## src/rtl/conv_pkg.sv

```systemverilog
// Shared constants, puncture tables and FSM state type for the K=7 punctured encoder.
// Used by conv_core and conv_punct_encoder (optional zero tail: CONV_ZERO_TAIL_EN).
package conv_pkg;

    localparam logic [1:0] RATE_1_2 = 2'b00;
    localparam logic [1:0] RATE_2_3 = 2'b01;
    localparam logic [1:0] RATE_3_4 = 2'b10;
    localparam logic [1:0] RATE_5_6 = 2'b11;

    // Generator taps over the window {in, sr[0], sr[1], ..., sr[5]}, in at the MSB
    localparam logic [6:0] G1 = 7'o171;
    localparam logic [6:0] G2 = 7'o133;

    typedef enum logic [1:0] {
        ST_IDLE  = 2'd0,
        ST_RUN   = 2'd1,
        ST_TAIL  = 2'd2,
        ST_DRAIN = 2'd3
    } conv_state_e;

    function automatic logic [2:0] punct_period(input logic [1:0] rate);
        logic [2:0] p;
        unique case (rate)
            RATE_1_2: p = 3'd1;
            RATE_2_3: p = 3'd2;
            RATE_3_4: p = 3'd3;
            default:  p = 3'd5;
        endcase
        return p;
    endfunction

    // Returns {keep_x, keep_y} for the given puncture phase
    function automatic logic [1:0] punct_keep(input logic [1:0] rate, input logic [2:0] phase);
        logic [1:0] k;
        unique case (rate)
            RATE_1_2: k = 2'b11;
            RATE_2_3: k = (phase == 3'd0) ? 2'b11 : 2'b01;
            RATE_3_4: begin
                case (phase)
                    3'd0:    k = 2'b11;
                    3'd1:    k = 2'b01;
                    default: k = 2'b10;
                endcase
            end
            default: begin
                case (phase)
                    3'd0:    k = 2'b11;
                    3'd1:    k = 2'b01;
                    3'd2:    k = 2'b10;
                    3'd3:    k = 2'b01;
                    default: k = 2'b10;
                endcase
            end
        endcase
        return k;
    endfunction

endpackage

```

## src/rtl/conv_core.sv

```systemverilog
// Mother-code core: 6-bit history register plus combinational X/Y generation.
module conv_core
    import conv_pkg::*;
(
    input  logic clk,
    input  logic reset,
    input  logic clr,
    input  logic en,
    input  logic din,
    output logic x,
    output logic y
);

    logic [5:0] sr_q;
    logic [6:0] win;

    always_comb begin
        win = {din, sr_q[0], sr_q[1], sr_q[2], sr_q[3], sr_q[4], sr_q[5]};
        x   = ^(win & G1);
        y   = ^(win & G2);
    end

    always_ff @(posedge clk) begin
        if (!reset) begin
            sr_q <= '0;
        end else if (clr) begin
            sr_q <= '0;
        end else if (en) begin
            sr_q <= {sr_q[4:0], din};
        end
    end

endmodule

```

## src/rtl/conv_punct_encoder.sv

```systemverilog
// Rate-1/2 K=7 encoder with 802.16 puncturing, ready/valid in and out.
// Define CONV_ZERO_TAIL_EN to flush TAIL_LEN zero bits after in_last.
//
// state    | meaning
// ST_IDLE  | waiting for start, input blocked
// ST_RUN   | accepting data bits
// ST_TAIL  | encoding internal zero flush bits, input blocked
// ST_DRAIN | emptying the buffer until the out_last bit is taken
module conv_punct_encoder
    import conv_pkg::*;
#(
    parameter int unsigned TAIL_LEN = 6
) (
    input  logic       clk,
    input  logic       reset,
    input  logic       start,
    input  logic [1:0] rate,
    input  logic       in_bits,
    input  logic       in_valid,
    input  logic       in_last,
    output logic       in_ready,
    output logic       out_bits,
    output logic       out_valid,
    input  logic       out_ready,
    output logic       out_last
);

    localparam int unsigned TW = (TAIL_LEN > 1) ? $clog2(TAIL_LEN + 1) : 1;

    conv_state_e state, state_nxt;
    logic [1:0]    rate_q;
    logic [2:0]    phase;
    logic [1:0]    pending, pending_nxt;
    logic [1:0]    buf_bit, buf_bit_nxt;
    logic [1:0]    buf_last, buf_last_nxt;
    logic [TW-1:0] tail_cnt;

    logic       pop, can_push, enc_run, enc_tail, enc_en, enc_din, enc_last, tail_done;
    logic       x, y;
    logic [1:0] keep;

    conv_core u_core (
        .clk   (clk),
        .reset (reset),
        .clr   (start),
        .en    (enc_en),
        .din   (enc_din),
        .x     (x),
        .y     (y)
    );

    assign out_valid = (pending != 2'd0);
    assign out_bits  = buf_bit[0];
    assign out_last  = buf_last[0] && out_valid;

    always_comb begin
        pop       = out_valid && out_ready;
        can_push  = (pending == 2'd0) || (pending == 2'd1 && pop);
        in_ready  = (state == ST_RUN) && !start && can_push;
        enc_run   = in_valid && in_ready;
        tail_done = (tail_cnt == TW'(1));
`ifdef CONV_ZERO_TAIL_EN
        enc_tail  = (state == ST_TAIL) && !start && can_push;
        enc_last  = enc_tail && tail_done;
`else
        enc_tail  = 1'b0;
        enc_last  = enc_run && in_last;
`endif
        enc_en    = enc_run || enc_tail;
        enc_din   = enc_run && in_bits;
        keep      = punct_keep(rate_q, phase);
    end

    // A push only happens once the buffer is empty after this cycle's pop, so it lands at entry 0
    always_comb begin
        buf_bit_nxt  = buf_bit;
        buf_last_nxt = buf_last;
        pending_nxt  = pending;
        if (pop) begin
            buf_bit_nxt  = {1'b0, buf_bit[1]};
            buf_last_nxt = {1'b0, buf_last[1]};
            pending_nxt  = pending - 2'd1;
        end
        if (enc_en) begin
            unique case (keep)
                2'b11: begin
                    buf_bit_nxt  = {y, x};
                    buf_last_nxt = {enc_last, 1'b0};
                    pending_nxt  = 2'd2;
                end
                2'b10: begin
                    buf_bit_nxt  = {1'b0, x};
                    buf_last_nxt = {1'b0, enc_last};
                    pending_nxt  = 2'd1;
                end
                default: begin
                    buf_bit_nxt  = {1'b0, y};
                    buf_last_nxt = {1'b0, enc_last};
                    pending_nxt  = 2'd1;
                end
            endcase
        end
    end

    always_comb begin
        state_nxt = state;
        if (start) begin
            state_nxt = ST_RUN;
        end else begin
            case (state)
                ST_RUN: begin
                    if (enc_run && in_last) begin
`ifdef CONV_ZERO_TAIL_EN
                        state_nxt = ST_TAIL;
`else
                        state_nxt = ST_DRAIN;
`endif
                    end
                end
                ST_TAIL:  if (enc_tail && tail_done) state_nxt = ST_DRAIN;
                ST_DRAIN: if (pop && out_last) state_nxt = ST_IDLE;
                default:  state_nxt = ST_IDLE;
            endcase
        end
    end

    always_ff @(posedge clk) begin
        if (!reset) begin
            state    <= ST_IDLE;
            rate_q   <= RATE_1_2;
            phase    <= '0;
            pending  <= '0;
            buf_bit  <= '0;
            buf_last <= '0;
            tail_cnt <= '0;
        end else if (start) begin
            state    <= state_nxt;
            rate_q   <= rate;
            phase    <= '0;
            pending  <= '0;
            buf_bit  <= '0;
            buf_last <= '0;
            tail_cnt <= '0;
        end else begin
            state    <= state_nxt;
            pending  <= pending_nxt;
            buf_bit  <= buf_bit_nxt;
            buf_last <= buf_last_nxt;
            if (enc_en) begin
                phase <= (phase == punct_period(rate_q) - 3'd1) ? 3'd0 : phase + 3'd1;
            end
            if (enc_run && in_last) begin
                tail_cnt <= TW'(TAIL_LEN);
            end else if (enc_tail) begin
                tail_cnt <= tail_cnt - TW'(1);
            end
        end
    end

endmodule

```

## config.mk

```make
export PLATFORM = sky130hd
export DESIGN_NAME = conv_punct_encoder
export DESIGN_NICKNAME = d
export VERILOG_FILES = /design/src/rtl/conv_pkg.sv /design/src/rtl/conv_core.sv /design/src/rtl/conv_punct_encoder.sv
export SDC_FILE = /design/constraint.sdc
export NUM_CORES = 1
export LEC_CHECK = 0
export CAP_MARGIN = 20
export CORE_MARGIN = 1.5
export CORE_UTILIZATION = 40
export DETAILED_ROUTE_END_ITERATION = 6
export PLACE_DENSITY = 0.66
export SYNTH_ARGS = -nofsm -noshare
export SYNTH_HDL_FRONTEND = slang
export SYNTH_SLANG_ARGS = --single-unit
```

## constraint.sdc

```tcl
create_clock -name clk -period 5.7 [get_ports clk]
set_clock_uncertainty 0.15 [all_clocks]
set_input_delay 1.14 -clock clk [delete_from_list [all_inputs] [get_ports clk]]
set_output_delay 1.14 -clock clk [all_outputs]
set_load 0.01 [all_outputs]
```

==> metrics.txt <==
IO buf count=12; Die Span X=52.9 um; CTS sink count=19; final hold vios=0; DP Worst Slack=1900 ps; Ys Warns=0; final-stage net count=149; status=finished clean; max-slew violations=0; Yosys top cell by area=dfxtp_1; Yosys cell types=31; Clock transition at path regs=110 ps; GR Util met3=6.21%; Crit. End Element=primary output; fin crit period=3800 ps; power per cell area=202 nW/um^2; Synth Area per Inst=8.11 um^2; hold buffers post-CTS=0; worst slew pin tran=585 ps; # rows=17; total die area=2800 um^2; DR WL/cell=11.9 um; antenna-violating nets left=0; Initial DRC Count=11; GP Congestion=0.758; kind of critical path=in -> out; post-CTS sizing=0; Slew HR=61.0%; Critical Path Source Type=input port; Setup Fix Bufs, Post-CTS=0; register bit total from synthesis=19; max cap viols=0; RSZ-0062 raised after global routing=no; Pleak=0.000394 uW; Worst Path Required=4410 ps; fmax=263 MHz; TritonCTS Buffers=3; post-synthesis sequential area ratio=38.1%; worst setup margin=1900 ps; Initial Util=43.8%; worst skew pair latency=300 ps; final setup TNS=0 ps; Hold Path Class=reg -> reg; GRT busiest layer=met2; first-pass GRT wire length=3330 um; gr ovfl total=0; core area=2280 um^2; antenna violations before repair=0; Total GRT Usage=16.6%; CTS HTree Levels=1; Pre-Repair DR Iteration Count=4; M1 GR Usage=19.3%; HPWL after DPL=1380 um; DR vias/cell=5.24; Area Overhead vs Synth=16.4%; Final Total Pwr=234 uW; critical-path maximum fanout=5; area of the mapped netlist=997 um^2; Worst VDD drop=0.155 mV; clock root buffer=clkbuf_4; # setup viols final=0; top-area cell type share of the netlist area=38.1%; Synth Net Count=137; met2 GRT Util=28.7%; Clock Path Buffers=2; WHS=302 ps; vias in the first global route=798; antenna cells=0; largest net degree at the start of global routing=16; Filler Cells Inserted=227; # DRC=0; share of cells above drive strength 1=4.48%; CTS tree=yes; die height=52.9 um; CP arrival=2510 ps; total I/O pin count=13; via count=849; Util after Layout=51.0%; Mapped Cells=123; DRT Wirelength=1930 um; fin crit share=66.6%; synth top area cells=dfxtp_1 (38%), nand2_1 (8.3%), ha_1 (6.3%)
worst paths after layout:
path,depth (start not counted),from,slack [ps],end
worst max register to register,7,phase[0]$_SDFFE_PP0N_,3370,buf_bit[0]$_SDFFE_PP0P_
worst max-delay path,5,start,1900,in_ready
worst min register to register,2,u_core.sr_q[3]$_SDFFE_PP0N_,300,u_core.sr_q[4]$_SDFFE_PP0N_
worst min-delay path,2,u_core.sr_q[3]$_SDFFE_PP0N_,300,u_core.sr_q[4]$_SDFFE_PP0N_
critical path: stages:
cell             delay (ps)
clkdlybuf4s50_1         490
nor2_1                  190
nand2_1                  70
nor2_1                   80
clkdlybuf4s50_1         530
Yosys cell counts:
master     count
inv_1          6
nand4b_1       2
nand3_1        2
dfxtp_1       19
xor2_1         2
nand2_1       22
o2111ai_1      1
a21boi_0       1
clkbuf_1       5
or3b_1         2
and4b_1        1
a21o_1         2
a22oi_1        1
mux2i_1        2
o31ai_1        1
xnor2_1        6
a31o_2         1
nor2_1        10
a32oi_1        1
a31oi_1        2
o21ai_0        3
nor2b_1        6
a21oi_1       12
nand2b_1       2
nand4_1        1
a211o_1        1
and3_4         1
a211oi_1       1
ha_1           5
nor4_1         1
or3_1          1
registers in the layout, summed over array words and instances (netlist names):
register,flops
buf_last,2
state,2
buf_bit,2
pending,2
phase,3
u_core.sr_q,6
rate_q,2
per-layer routing:
metal | share of wire (%) | routed length, um
met4 | 0.72 | 14
met1 | 45 | 877
met2 | 48 | 932
met5 | 0 | 0
met3 | 5.7 | 110
area by class of cell:
type | instances | area (um^2) | share of cell area, %
Clock buffer | 3 | 22.5 | 1.94
Multi-Input combinational cell | 93 | 576 | 49.6
Inverter | 6 | 22.5 | 1.94
Sequential cell | 19 | 380 | 32.8
Tap cell | 28 | 35.0 | 3.02
Timing Repair Buffer | 12 | 120 | 10.3
Clock inverter | 1 | 5.00 | 0.431
power breakdown:
part,internal [uW],switching [uW],total (uW)
logic,13.9,12.9,26.8
registers,135,3.25,138
clock network,26.2,43.0,69.2
total,175,59.2,234
cells in the final DEF (no fill, tap or decap), types with 2 or more instances in the layout:
cell	count
dfxtp_1	19
nand4b_1	2
o21ai_0	3
nor2b_1	6
mux2i_1	2
nand2_1	22
ha_1	5
inv_1	6
clkdlybuf4s50_1	12
a21o_1	2
a31oi_1	2
clkbuf_4	3
or3b_1	2
nand3_1	2
xnor2_1	6
a21oi_1	12
nor2_1	10
nand2b_1	2
xor2_1	2
logic make-up after synthesis:
kind of cell	share of synthesized area [%]
multiplexers	2.01
flip-flops	38.1
adder cells (fa/ha/maj)	6.27
XOR/XNOR	7.03
AO/OA/AOI/OAI	16.8
AND/OR/NAND/NOR	25.6
buffers and inverters	4.14
per-stage QoR:
step / instances / instance area (um^2)
detailed placement: 158 / 1130
global route: 162 / 1160
CTS: 162 / 1160
finish: 162 / 1160
global placement: 158 / 1130
floorplan: 123 / 997
No activity file was read; power rests on OpenSTA's default activity.
